[src/rtl/fifo_pkg.sv]
// fifo_pkg: width helpers and parameter legality checks shared by the FIFO read-side blocks.
package fifo_pkg;
   function automatic int cnt_w(input int depth);
      return $clog2(depth + 1);
   endfunction
   function automatic int ptr_w(input int depth);
      return (depth > 1) ? $clog2(depth) : 1;
   endfunction
   function automatic bit rd_lat_legal(input int lat);
      return lat >= 1 && lat <= 3;
   endfunction
endpackage

[src/rtl/fifo_skid_buf.sv]
// fifo_skid_buf: circular word buffer with head/tail pointers, occupancy count and sync clear.
module fifo_skid_buf import fifo_pkg::*; #(
   parameter int W = 4,
   parameter int DEPTH = 2,
   localparam int CW = cnt_w(DEPTH),
   localparam int PW = ptr_w(DEPTH)
) (
   input  logic          clk,
   input  logic          rst,
   input  logic          clr,
   input  logic          push,
   input  logic [W-1:0]  push_data,
   input  logic          pop,
   output logic [W-1:0]  head_data,
   output logic [CW-1:0] count
);
   logic [W-1:0] mem_q [DEPTH];
   logic [W-1:0] mem_d [DEPTH];
   logic [PW-1:0] head_q, head_d, tail_q, tail_d;
   logic [CW-1:0] count_q, count_d;
   // Depth need not be a power of two, so wrap on an explicit compare.
   function automatic logic [PW-1:0] inc(input logic [PW-1:0] p);
      return (p == PW'(DEPTH - 1)) ? '0 : p + PW'(1);
   endfunction
   always_comb begin
      mem_d = mem_q;
      if (push) mem_d[tail_q] = push_data;
      head_d = clr ? '0 : pop ? inc(head_q) : head_q;
      tail_d = clr ? '0 : push ? inc(tail_q) : tail_q;
      count_d = clr ? '0 : count_q + CW'(push) - CW'(pop);
   end
   always_ff @(posedge clk) begin
      if (rst) begin
         mem_q <= '{default: '0};
         head_q <= '0;
         tail_q <= '0;
         count_q <= '0;
      end else begin
         mem_q <= mem_d;
         head_q <= head_d;
         tail_q <= tail_d;
         count_q <= count_d;
      end
   end
   assign head_data = mem_q[head_q];
   assign count = count_q;
   overflow_a: assert property (@(posedge clk) disable iff (rst) !(push && !pop && count_q == CW'(DEPTH)));
endmodule

[src/rtl/fifo_stream_reader.sv]
// fifo_stream_reader: drains a fixed-latency FIFO read port into a valid/ready stream.
// Reads are issued only against free buffer credit, so m_ready never reaches FIFO data combinationally.
module fifo_stream_reader import fifo_pkg::*; #(
   parameter int DATA_WIDTH = 4,
   parameter int RD_LATENCY = 1,
   parameter int BUF_DEPTH = 2,
   localparam int CW = cnt_w(BUF_DEPTH)
) (
   input  logic                  rd_clk,
   input  logic                  rd_rst,
   input  logic                  fifo_empty,
   output logic                  fifo_rd_en,
   input  logic [DATA_WIDTH-1:0] fifo_rd_data,
   output logic                  m_valid,
   output logic [DATA_WIDTH-1:0] m_data,
   input  logic                  m_ready,
   input  logic                  flush,
   output logic [CW-1:0]         buf_count
);
   logic [RD_LATENCY-1:0] pipe_q, pipe_d;
   logic pop, push;
   int occ;
   if (!rd_lat_legal(RD_LATENCY) || BUF_DEPTH < RD_LATENCY + 1) begin : g_bad_params
      $error("fifo_stream_reader: RD_LATENCY must be 1..3 and BUF_DEPTH >= RD_LATENCY+1");
   end
   always_comb begin
      pop = m_valid & m_ready;
      occ = int'(buf_count) + int'($countones(pipe_q)) - int'(pop);
      fifo_rd_en = ~fifo_empty & ~flush & ~rd_rst & (occ < BUF_DEPTH);
      pipe_d = flush ? '0 : RD_LATENCY'({pipe_q, fifo_rd_en});
      push = pipe_q[RD_LATENCY-1] & ~flush;
   end
   always_ff @(posedge rd_clk) begin
      if (rd_rst) pipe_q <= '0;
      else pipe_q <= pipe_d;
   end
   fifo_skid_buf #(.W(DATA_WIDTH), .DEPTH(BUF_DEPTH)) u_buf (
      .clk(rd_clk),
      .rst(rd_rst),
      .clr(flush),
      .push(push),
      .push_data(fifo_rd_data),
      .pop(pop),
      .head_data(m_data),
      .count(buf_count)
   );
   assign m_valid = buf_count != '0;
endmodule

[config.mk]
export PLATFORM = sky130hd
export DESIGN_NAME = fifo_stream_reader
export DESIGN_NICKNAME = d
export VERILOG_FILES = /design/src/rtl/fifo_pkg.sv /design/src/rtl/fifo_skid_buf.sv /design/src/rtl/fifo_stream_reader.sv
export SDC_FILE = /design/constraint.sdc
export NUM_CORES = 1
export LEC_CHECK = 0
export CORE_AREA = 2 2 40 42
export CTS_BUF_LIST = sky130_fd_sc_hd__clkbuf_16
export DETAILED_ROUTE_END_ITERATION = 16
export DIE_AREA = 0 0 42 44
export PLACE_DENSITY = 0.79
export SYNTH_ARGS = -nofsm -noshare
export SYNTH_HDL_FRONTEND = slang
export SYNTH_SLANG_ARGS = --single-unit
[constraint.sdc]
create_clock -name rd_clk -period 4.7 [get_ports rd_clk]
set_input_delay 0.94 -clock rd_clk [delete_from_list [all_inputs] [get_ports rd_clk]]
set_output_delay 0.94 -clock rd_clk [all_outputs]
set_load 0.03 [all_outputs]
; Word-level counts from Yosys, hierarchy flattened
; Cells that the tools add are included.
[totals]
word_cells = 37
regBits = 13
in_bits = 9
[classes]
n_lt_le_gt_ge = 4
muxes = 8
bitwise_logic = 10
addsub = 6
n_reduce_logical = 3
[op_table]
columns = operator, n
row1 = $mux 4, 4
row2 = $bwmux 8, 1
row3 = $and 1x1->1, 5
row4 = $demux 4 s1, 1
row5 = $ge 2x2->1 const B, 2
row6 = $lt 4x3->1 const B, 1
row7 = $not 1->2, 2
row8 = $sub 3x1->4, 1
row9 = $add 2x1->3, 1
row10 = $not 1->1, 3
row11 = $add 1x1->1 const B, 2
row12 = $add 2x1->2, 1
row13 = $lt 2x1->1 const B, 1
row14 = $mux 1, 2
row15 = $reduce_bool 2->1, 1
row16 = $reduce_or 2->1, 1
row17 = $sub 2x1->2, 1
row18 = $logic_and 1x1->1, 1

; Longest topological paths before layout
; Gate-level depths: netlist of the first run.
[depth]
depth_word = 6
mapped_depth = 6
ltp_nobuf = 6

; Modules after synthesis
; Synthesis of the first run repeated with hierarchy kept, for this count alone.
[hier_totals]
hier_cells = 69
area_unflattened_um2 = 671.9
[by_module_without_submodules]
columns = module, cells_per_inst, seq_area_each_um2, area_each_um2, instances
row1 = fifo_skid_buf, 54, 240.2, 534.3, 1
row2 = fifo_stream_reader, 15, 20.0, 137.6, 1

; Least setup slack after synthesis of the first run
; OpenSTA, ideal clock, no wires.
[synth_timing]
kind = input port to output port
startpoint = input port m_ready
endpoint = output port fifo_rd_en
stages = 5
n_path_buf = 0
arrival_ps = 2654
setup_slack_ps = 1106
required_time_ps = 3760
cell_sequence = o21a_1 ha_1 nor2b_1 fa_1 nor4_1
[synth_via]
elab_chain_len = 4
[synth_lines]
columns = element, line
row1 = from (decl), fifo_stream_reader.sv:16  ; input logic m_ready,
row2 = $and 1x1->1, fifo_stream_reader.sv:27  ; pop = m_valid & m_ready;
row3 = $sub 3x1->4, fifo_stream_reader.sv:28  ; occ = int'(buf_count) + int'($countones(pipe_q)) - int'(pop);
row4 = $lt 4x3->1, fifo_stream_reader.sv:29  ; fifo_rd_en = ~fifo_empty & ~flush & ~rd_rst & (occ < BUF_DEPTH);
row5 = $and 1x1->1, fifo_stream_reader.sv:29
row6 = to (decl), fifo_stream_reader.sv:12  ; output logic fifo_rd_en,
; No other way between the ends.

; Worst setup path in the final report of the first run
[layout_timing]
startpoint = input port m_ready
endpoint = output port fifo_rd_en
[layout_via]
elab_chain_len = 4
[layout_lines]
columns = element, line
row1 = $and 1x1->1, fifo_stream_reader.sv:27
row2 = via pop, fifo_stream_reader.sv:21  ; logic pop, push;
row3 = $sub 3x1->4, fifo_stream_reader.sv:28
row4 = $lt 4x3->1, fifo_stream_reader.sv:29
row5 = $and 1x1->1, fifo_stream_reader.sv:29
; The timed path passes the listed nets, and every way through them passes these cells.

==> results.md, run 1 <==
Run status:
- The run finished with clean final reports.

Die:
- In this run the standard cell core region covers 1420 um2.
- The overall die width is 42 um.
- The number of rows created at floorplan is 14.
- In this run the vertical extent of the chip is 44 um.
- The die covers 1850 um2.
- The top-level port count is 17.
- The initial core utilization is 48.1%.

GRT:
- The total overflow left after global routing is 0.
- The met2 global-route usage is 26.6%.
- The initial antenna violation count is 0.
- The via count of the first global-routing pass came to 490.
- In the global route stage, met1 resource usage came out at 20.5%.
- Across every metal layer, demand over resource in global routing totals 17.0%.
- The global-route wire length before repair is 2290 um.
- Entering global routing, the biggest net connects 20 pins.
- met2 is the most crowded layer.
- For met3 alone, demand over resource in global routing was 4.58%.

Critical path:
- The critical path startpoint category is an input pin.
- The kind of critical path is in -> out.
- The startpoint of the worst-slack reg-to-reg timing path is u_buf.count[1].
- Along the worst path, the maximum fanout reaches 2.
- The minimum setup slack among reg-to-reg paths is 3.16 ns.
- The worst flop-to-flop path endpoint is pipe_q.
- The worst register-to-register path has a depth of 5.
- The data arrival time of the critical path is 3.08 ns.
- The kind of capture point of the worst setup path is an output port.
- The data required time at the worst endpoint is 3.76 ns.

Power:
- The clock network accounts for 53.3% of the total power.
- The design draws 300 uW.
- Cell internal power was estimated by the tool at 240 uW.
- The power dissipated by switching net loads is 60.6 uW.
- The register share of total power is 38.0%.
- VDD sags by at most 0.189 mV.
- Net switching is 20.2% of the power.
- The power per cell area is 325 nW/um2.
- The combinational share of power is 8.7%.
- Summed over all cells, the static leakage comes to 0.000380 uW.

STA:
- The number of endpoints failing setup at the final stage is 0.
- After layout, the minimum clock period comes to 4.02 ns.
- The worst slew margin relative to its limit is 73.7%.
- Static timing analysis puts the maximum clock frequency at 249 MHz.
- After layout, the worst path uses 85.4% of the clock period.
- The number of max-slew violations in the final report is 0.
- For the final routed database, the setup TNS stands at 0 ns.
- Setup repair after global routing left no endpoint under its margin.
- The hold violation total from the final report came to 0.
- For the pin with the worst max-slew slack, the measured transition is 0.393 ns.
- Clock skew on the completed layout was measured at 0.00251 ns.

Route:
- For this run, design rule violations remaining after detail routing come to 0.
- The violation count after the first detailed-routing iteration is 1.
- The post-detailed-route wirelength per cell is 12.5 um.
- The count of nets left with antenna violations once routing finished came out at 0.
- After detailed routing, the number of vias per cell comes to 4.92.
- The routed layout has 482 vias.
- The number of optimization iterations in the first detailed-route pass is 3.
- The routed wire length is 1220 um.

Layout:
- Fill cells in the final layout number 121.
- The most common cell after layout, fill and taps aside is sky130_fd_sc_hd__clkdlybuf4s50_1.
- The area added between synthesis and finish is 35.6%.
- The top cell types in the final layout, fill and taps aside, are sky130_fd_sc_hd__clkdlybuf4s50_1, sky130_fd_sc_hd__dfxtp_1, sky130_fd_sc_hd__nand2b_1.
- The share of final-layout standard cells stronger than drive strength 1 is 13.4%.
- After the last flow step, the layout net total stands at 96.
- The diode insertion count for antenna repair is 0.

Synthesis:
- The gate count after technology mapping is 64.
- Yosys printed 0 warnings.
- The post-synthesis cell area is 682 um2.
- The number of library cell types mapped by synthesis is 19.
- By area the synthesized netlist is led by sky130_fd_sc_hd__dfxtp_1, sky130_fd_sc_hd__mux2i_1, sky130_fd_sc_hd__nand2b_1.
- Counting every net in the synthesized netlist gives 77.
- The count of state elements after synthesis is 13.
- Dividing the synthesized area by the synthesized cell count gives 10.7 um2.
- After synthesis, flip-flops and latches occupy 38.2% of the total area.
- The post-synthesis cell type with the largest combined area is sky130_fd_sc_hd__dfxtp_1.
- The area share of the largest cell type after synthesis is 38.2%.

Min path:
- In this run the most critical hold path is launched from u_buf.mem_q[6].
- The type of the most critical hold path is reg -> reg.
- For hold timing, the worst endpoint is u_buf.mem_q[6].
- Counting instances, the worst hold path has a depth of 2.

Clock tree:
- The library cell used as clock root buffer is sky130_fd_sc_hd__clkbuf_16.
- The clock insertion delay at the later pin of the skew report is 0.24 ns.
- The clock net sink count is 13.
- Counting the buffers created by CTS gives 3.
- The number of buffers inserted for hold repair after clock tree synthesis is 0.
- The number of buffers on the longest clock path is 2.
- After clock tree synthesis, the repair step resized 0 gates.
- Once the clock tree was built, the setup fixing pass inserted 0 buffers.
- CTS built an H-tree with a depth of 1.
- TritonCTS built the clock tree.
- After clock tree synthesis, the clock-pin slew on the worst setup and hold paths is 0.05 ns.

Placement:
- Detailed placement ended at an HPWL of 885 um.
- Routability-driven placement finished with a final weighted congestion of 0.691.
- The number of buffers inserted by port buffering is 16.

Run:
- The max-cap check violation count is 0.
==> area by class of cell <==
cell class                      instances  area, um2  area share (%)
Inverter                                4       15.0            1.62
Clock buffer                            3       75.1            8.12
Tap cell                               16       20.0            2.17
Multi-Input combinational cell         44        383            41.4
Sequential cell                        13        260            28.1
Timing Repair Buffer                   17        168            18.1
Clock inverter                          1       3.75           0.406
==> flip-flops by register name (all words and copies together), names as in the netlist <==
signal	flops
u_buf.tail_q	1
u_buf.head_q	1
u_buf.mem_q	8
pipe_q	1
u_buf.count	2
==> power groups by stage <==
stage	logic (uW)	registers, uW	clock network [uW]
2_1_floorplan	15.6	116	0
3_3_place_gp	26.1	116	0
3_5_place_dp	26.5	116	0
4_1_cts	26.7	114	162
5_1_grt	28.8	114	168
6_report	26.3	114	160
==> through the flow <==
stage	hold WS (ns)	cells	area [um2]	setup WS, ns	util [%]
after floorplan	0.446	64	682	1.11	-
after global placement	0.458	94	846	0.708	59.6
after detailed placement	0.469	94	846	0.682	59.6
after CTS	0.476	98	925	0.674	65.2
after global routing	0.485	98	925	0.561	65.2
final	0.473	98	925	0.684	65.2
==> synthesized netlist by cell type <==
library cell / n
sky130_fd_sc_hd__o21a_1: 1
sky130_fd_sc_hd__nand2_1: 1
sky130_fd_sc_hd__buf_6: 1
sky130_fd_sc_hd__dfxtp_1: 13
sky130_fd_sc_hd__xnor2_1: 2
sky130_fd_sc_hd__nand2b_1: 12
sky130_fd_sc_hd__nor3b_4: 1
sky130_fd_sc_hd__nand3b_2: 1
sky130_fd_sc_hd__buf_4: 1
sky130_fd_sc_hd__buf_2: 1
sky130_fd_sc_hd__nor4_1: 2
sky130_fd_sc_hd__nor3b_1: 2
sky130_fd_sc_hd__nor3_1: 3
sky130_fd_sc_hd__nor2b_1: 2
sky130_fd_sc_hd__mux2i_1: 8
sky130_fd_sc_hd__mux2_2: 5
sky130_fd_sc_hd__ha_1: 3
sky130_fd_sc_hd__inv_1: 4
sky130_fd_sc_hd__fa_1: 1
==> layer usage <==
layer	wire length [um]	vias to the layer above
li1	-	250
met1	539	214
met2	572	13
met3	62	5
met4	48	0
met5	0	-
==> logic make-up (layout without fill, tap and decap cells) <==
group	count (synthesis)	count (layout)	synth area share, %
mux	13	13	20.0
buf+inv	7	25	5.69
compound gates	1	1	1.10
flops	13	13	38.2
xor+xnor	2	2	2.57
simple gates	24	24	24.0
fa+ha+maj	4	4	8.44
==> worst max-delay path by stage <==
stage / to / from
5_1_grt: fifo_rd_en / m_ready
3_5_place_dp: fifo_rd_en / m_ready
3_3_place_gp: fifo_rd_en / m_ready
6_report: fifo_rd_en / m_ready
2_1_floorplan: fifo_rd_en / m_ready
4_1_cts: fifo_rd_en / m_ready
==> worst max-delay path, cell delays in order <==
cell	delay [ns]
sky130_fd_sc_hd__clkdlybuf4s50_1	0.40
sky130_fd_sc_hd__o21a_1	0.12
sky130_fd_sc_hd__ha_1	0.30
sky130_fd_sc_hd__nor2b_1	0.06
sky130_fd_sc_hd__fa_1	0.37
sky130_fd_sc_hd__nor4_1	0.17
sky130_fd_sc_hd__clkdlybuf4s50_1	0.71
Note: power is estimated with default switching activity, not from simulation.
==> run 2: changes to the inputs <==
- CORE_AREA: 2 2 40 42 -> 2 2 39 41
- DIE_AREA: 0 0 42 44 -> 0 0 41 43
- DONT_BUFFER_PORTS: unset -> 1
- PLACE_DENSITY: 0.79 -> 0.66
- TNS_END_PERCENT: unset -> 50
==> results.md, run 2 (synthesis results as in run 1) <==
Layout:
- The number of flip-flops under the largest register name is 8 (unchanged).
- The share of final-layout standard cells stronger than drive strength 1 is 18.2% (+4.8 points).
- The area taken by multi-input logic gates is 383 um2 (unchanged).
- The final cell count without fillers is 82 (-16%).
- The register cell area after layout is 260 um2 (unchanged).
- The most common cell after layout, fill and taps aside is sky130_fd_sc_hd__dfxtp_1.
- The register with the highest flop count is u_buf.mem_q.
- The net count of the finished layout is 80 (-17%).
- The number of filler cells placed in the layout is 128 (+5.8%).
- The diode insertion count for antenna repair is 0 (unchanged).
- From synthesis to final layout, the design area changed by 12.3%.
- Leaving out fill and tap cells, the most frequent cells in the layout are sky130_fd_sc_hd__dfxtp_1, sky130_fd_sc_hd__nand2b_1, sky130_fd_sc_hd__mux2i_1.

Die:
- The die outline height is 43 um (-2.3%).
- The number of rows created at floorplan is 14 (unchanged).
- The core box area came to 1380 um2 (-2.5%).
- The overall die width came to 41 um (-2.4%).
- The initial core utilization is 49.3% (+1.2 points).
- The overall die area was 1760 um2 (-4.6%).
- The top-level port count was 17 (unchanged).

GRT:
- The initial antenna violation count is 0 (unchanged).
- The global-route wire length before repair came to 1640 um (-28%).
- The global route total overflow is 0 (unchanged).
- The global-route usage over all layers is 14.4% (-2.6 points).
- The maximum number of pins on one net before global-route repair is 20 (unchanged).
- The via count of the first global-routing pass is 413 (-16%).

STA:
- The share of the clock period used by the worst path came to 66.3% (-19 points).
- The number of endpoints failing setup at the final stage is 0 (unchanged).
- The number of max-slew violations in the final report was 0 (unchanged).
- The worst slew margin relative to its limit was 72.6% (-1.1 points).
- The minimum period implied by the final worst setup slack came to 3.12 ns (-0.899 ns).
- The final clock skew is 0.00182 ns (-0.000683 ns).
- Setup repair after global routing left no endpoint under its margin.
- The hold violation total from the final report is 0 (unchanged).
- The maximum achievable frequency is 321 MHz (+29%).
- The total negative setup slack is 0 ns (unchanged).
- The slew at the pin closest to its max-slew limit was 0.410 ns (+0.0171 ns).

Placement:
- The number of buffers inserted by port buffering came to 0 (-16).
- The cell total after placement is 78 (-17%).
- The routability congestion estimate was 0.593 (-14%).
- The post-detailed-placement half-perimeter wirelength is 751 um (-15%).

Route:
- The remaining antenna violation count after routing is 0 (unchanged).
- The number of optimization iterations in the first detailed-route pass came to 4 (+1).
- The via count normalized by instance count came to 5.00 (+1.7%).
- The routed wire length came to 1010 um (-18%).
- The violation count after the first detailed-routing iteration is 5 (+4).
- The detailed-route DRC error count came to 0 (unchanged).
- The vias after detailed routing is 410 (-15%).
- The post-detailed-route wirelength per cell is 12.3 um (-1.7%).

Min path:
- The worst hold path depth was 2 (unchanged).
- The min-delay analysis places its worst path in the category reg -> reg.

Power:
- The static leakage is 0.000321 uW (-16%).
- The combinational share of power is 4.6% (-4.1 points).
- The power per cell area was 374 nW/um2 (+15%).
- The power dissipated by switching net loads is 54.1 uW (-11%).
- The register share of total power is 40.0% (+2.0 points).
- The clock share of power is 55.4% (+2.1 points).
- The fraction of power spent switching nets was 18.9% (-1.3 points).
- The largest vdd supply drop is 0.172 mV (-9.2%).
- The design internal power is 232 uW (-3.2%).

Critical path:
- The data required time at the worst endpoint is 3.76 ns (about the same).
- The biggest fanout along the worst timing path was 2 (unchanged).
- The critical path startpoint category is an input pin.
- The kind of capture point of the worst setup path is an output port.
- The worst setup path is of the in -> out kind.
- The data arrival time of the critical path is 2.18 ns (-0.90 ns).
- The worst-case reg-to-reg path depth is 5 (unchanged).

Clock tree:
- The count of instances resized after the clock tree is built is 0 (unchanged).
- The clock-pin transition on the worst setup and hold timing paths is 0.04 ns (about the same).
- The deepest level of the CTS H-tree came to 1 (unchanged).
- The clock insertion delay at the later pin of the skew report was 0.24 ns (about the same).
- The number of clock buffers inserted by TritonCTS is 3 (unchanged).
- The root buffer cell chosen for the clock tree is sky130_fd_sc_hd__clkbuf_16.
- The buffers inserted during post-CTS setup optimization is 0 (unchanged).
- The clock net sink count is 13 (unchanged).
- The number of buffers inserted for hold repair after clock tree synthesis came to 0 (unchanged).
- TritonCTS built the clock tree.
- The number of buffers on the longest clock path is 2 (unchanged).

Run status:
- The flow ran to the end, and the final reports show no timing, DRC or antenna violations.

Run:
- The max-cap check violation count was 0 (unchanged).
[run 2: area by class of cell]
class / count / area share [%]
multi-input combinational: 44 / 50.0
inverter: 4 / 1.96
sequential: 13 / 34.0
timing repair buffer: 1 / 0.980
clock inverter: 1 / 0.654
tap: 16 / 2.61
clock buffer: 3 / 9.80
[run 2: final timing paths]
| path | start | end | slack (ns) |
|---|---|---|---|
| max | m_ready | fifo_rd_en | 1.58 |
| min | u_buf.mem_q[6] | u_buf.mem_q[6] | 0.47 |
| max reg2reg | u_buf.count[1] | pipe_q | 3.04 |
| min reg2reg | u_buf.mem_q[6] | u_buf.mem_q[6] | 0.47 |
[run 2: critical path, cell delays in order]
cell and delay (ns):
sky130_fd_sc_hd__o21a_1 0.10, sky130_fd_sc_hd__ha_1 0.30, sky130_fd_sc_hd__nor2b_1 0.06, sky130_fd_sc_hd__fa_1 0.38
sky130_fd_sc_hd__nor4_1 0.19, sky130_fd_sc_hd__buf_4 0.21
[run 2: power by group through the flow]
stage               logic, uW  registers, uW  clock network (uW)
floorplan                15.6            116                   0
detailed placement       13.3            116                   0
CTS                      13.3            114                 163
finish                   13.1            114                 159
global placement         13.1            116                   0
global route             14.2            115                 167
[run 2: layer usage]
metal | global-route usage, % | vias up | share of wire [%]
met3 | 5.24 | 4 | 6.2
met5 | 0 | - | 0
met2 | 19.7 | 11 | 44
li1 | - | 216 | -
met1 | 17.0 | 179 | 47
met4 | 12.0 | 0 | 2.8
[run 2: through the flow]
stage / power [uW] / hold slack [ns] / utilization, % / worst slack (ns) / area, um2
global route: 296 / 0.492 / 55.3 / 1.47 / 766
detailed placement: 130 / 0.464 / 49.5 / 1.57 / 686
finish: 286 / 0.467 / 55.3 / 1.58 / 766
floorplan: 132 / 0.446 / - / 1.11 / 682
global placement: 130 / 0.456 / 49.5 / 1.63 / 686
CTS: 291 / 0.472 / 55.3 / 1.57 / 766
==> run 3: changes to the inputs <==
- clock period: 4.7 -> 2.9 ns (I/O delays scaled with it)
==> results.md, run 3 (synthesis results as in run 1) <==
Route:
- The routed wire length is 1060 um (+5.5%).
- The via count normalized by instance count is 5.27 (+5.4%).
- The post-detailed-route wirelength per cell is 12.9 um (+5.5%).
- The length of routed met2 wiring is 515 um (+16%).
- The met3 wire length was 45 um (-27%).
- The detailed-route DRC error count came to 0 (unchanged).
- The highest routed metal layer is met4.
- The vias after detailed routing is 432 (+5.4%).
- The number of optimization iterations in the first detailed-route pass is 2 (-2).
- The wire length the detailed router placed on met1 is 455 um (-3.4%).
- The remaining antenna violation count after routing is 0 (unchanged).
- The violation count after the first detailed-routing iteration is 2 (-3).

GRT:
- The global-route usage over all layers is 15.4% (+0.97 points).
- The initial antenna violation count was 0 (unchanged).
- The global-route wire length before repair is 1680 um (+2.5%).
- The maximum number of pins on one net before global-route repair is 20 (unchanged).
- The global route total overflow came to 0 (unchanged).
- The via count of the first global-routing pass was 409 (-0.97%).

Critical path:
- The critical path is of the reg -> out type.
- The data required time at the worst endpoint is 2.32 ns (-1.44 ns).
- The data arrival time of the critical path is 2.08 ns (-0.10 ns).
- The critical path startpoint category is a flip-flop.
- The worst setup path is captured at an output port.
- The biggest fanout along the worst timing path came to 4 (+2).

Min path:
- The tightest min-delay check is of the in -> reg type.

STA:
- The number of max-slew violations in the final report is 0 (unchanged).
- The worst slew margin relative to its limit is 72.0% (-0.66 points).
- The share of the clock period used by the worst path is 91.6%.
- The final clock skew is 0.00210 ns (+0.000274 ns).
- The slew at the pin closest to its max-slew limit is 0.420 ns (+0.00983 ns).
- The total negative setup slack is 0 ns (unchanged).
- The minimum period implied by the final worst setup slack is 2.66 ns.
- The hold violation total from the final report is 0 (unchanged).
- Setup repair after global routing left no endpoint under its margin.
- The maximum achievable frequency is 376 MHz.
- The number of endpoints failing setup at the final stage came to 0 (unchanged).

Layout:
- The net count of the finished layout was 80 (unchanged).
- The register with the highest flop count is u_buf.mem_q.
- The number of filler cells placed in the layout was 140 (+9.4%).
- The share of final-layout standard cells stronger than drive strength 1 is 16.7% (-1.5 points).
- The number of flip-flops under the largest register name is 8 (unchanged).
- In the layout the commonest cells are sky130_fd_sc_hd__dfxtp_1, sky130_fd_sc_hd__nand2b_1, sky130_fd_sc_hd__mux2i_1.
- The register cell area after layout was 260 um2 (unchanged).
- The area taken by multi-input logic gates came to 383 um2 (unchanged).
- The final cell count without fillers is 82 (unchanged).
- The most common cell after layout, fill and taps aside is sky130_fd_sc_hd__dfxtp_1.
- The diode insertion count for antenna repair is 0 (unchanged).
- From synthesis to final layout, the design area changed by 12.1%.

Clock tree:
- The clock net sink count is 13 (unchanged).
- The number of buffers on the longest clock path was 2 (unchanged).
- The clock insertion delay at the later pin of the skew report is 0.24 ns (about the same).
- TritonCTS built the clock tree.
- The number of clock buffers inserted by TritonCTS is 3 (unchanged).
- The number of buffers inserted for hold repair after clock tree synthesis is 0 (unchanged).
- In this run the clock root is driven by a sky130_fd_sc_hd__clkbuf_16.
- The buffers inserted during post-CTS setup optimization is 0 (unchanged).
- The clock-pin transition on the worst setup and hold timing paths is 0.05 ns (about the same).
- The count of instances resized after the clock tree is built is 0 (unchanged).
- The deepest level of the CTS H-tree was 1 (unchanged).

Die:
- The die outline height was 43 um (unchanged).
- The overall die area is 1760 um2 (unchanged).
- The top-level port count is 17 (unchanged).
- The number of rows created at floorplan is 14 (unchanged).
- The core box area came to 1380 um2 (unchanged).
- The initial core utilization is 49.3% (unchanged).
- The overall die width came to 41 um (unchanged).

Power:
- The design internal power was 375 uW (+62%).
- The clock share of power is 55.4% (about the same).
- The fraction of power spent switching nets came to 19.2% (+0.31 points).
- The power per cell area is 607 nW/um2 (+62%).
- The power dissipated by switching net loads is 89.3 uW (+65%).
- The static leakage is 0.000322 uW (+0.44%).
- The combinational share of power is 4.6% (about the same).
- The largest vdd supply drop was 0.376 mV (+120%).
- The register share of total power came to 40.0% (about the same).

Placement:
- The post-detailed-placement half-perimeter wirelength is 784 um (+4.3%).
- The routability congestion estimate came to 0.588 (-0.94%).
- The cell total after placement is 78 (unchanged).
- The number of buffers inserted by port buffering is 0 (unchanged).

Run status:
- The run finished with clean final reports.

Run:
- The max-cap check violation count was 0 (unchanged).
-- run 3: cell count changes in the layout (fill, tap and decap cells not counted) --
cell | before | now
sky130_fd_sc_hd__clkinv_2 | 1 | 0
sky130_fd_sc_hd__inv_1 | 4 | 5
-- run 3: per-stage QoR --
stage / setup slack, ns / hold WS (ns) / power (uW) / instance area (um2) / util, %
2_1_floorplan: 0.0264 / 0.446 / 213 / 682 / -
3_3_place_gp: 0.539 / 0.457 / 210 / 686 / 49.5
3_5_place_dp: 0.494 / 0.462 / 211 / 686 / 49.5
4_1_cts: 0.223 / 0.404 / 471 / 764 / 55.2
5_1_grt: 0.120 / 0.402 / 478 / 764 / 55.2
6_report: 0.244 / 0.408 / 464 / 764 / 55.2
-- run 3: critical path, cell delays in order (launching register included) --
cell and delay, ns:
sky130_fd_sc_hd__dfxtp_1 0.44, sky130_fd_sc_hd__o21a_1 0.26, sky130_fd_sc_hd__ha_1 0.29, sky130_fd_sc_hd__nor2b_1 0.05
sky130_fd_sc_hd__fa_1 0.38, sky130_fd_sc_hd__nor4_1 0.20, sky130_fd_sc_hd__buf_4 0.21
-- run 3: worst paths after layout --
| check | cells after the start | startpoint | slack, ns | to |
|---|---|---|---|---|
| hold reg to reg | 2 | u_buf.mem_q[4] | 0.47 | u_buf.mem_q[4] |
| setup / recovery | 6 | u_buf.count[1] | 0.24 | fifo_rd_en |
| setup reg to reg | 5 | u_buf.count[1] | 1.23 | pipe_q |
| hold / removal | 1 | flush | 0.41 | u_buf.tail_q |
-- run 3: cell type report --
type,instances,area share [%]
multi-input cells,44,50.1
flip-flops and latches,13,34.0
clock buffers,3,9.82
well taps,16,2.62
inverters,4,1.96
repair buffers,1,0.982
clock inverters,1,0.491
-- run 3: metal layers --
| metal | GRT usage (%) | vias to the layer above |
|---|---|---|
| li1 | - | 216 |
| met1 | 16.2 | 201 |
| met2 | 21.9 | 11 |
| met3 | 3.14 | 4 |
| met4 | 18.0 | 0 |
| met5 | 0 | - |
-- run 3: power groups by stage --
stage,sequential (uW),combinational (uW),clock (uW)
finish,185,21.5,257
global route,186,23.3,269
CTS,185,21.9,264
detailed placement,189,21.8,0
global placement,189,21.2,0
floorplan,188,25.3,0
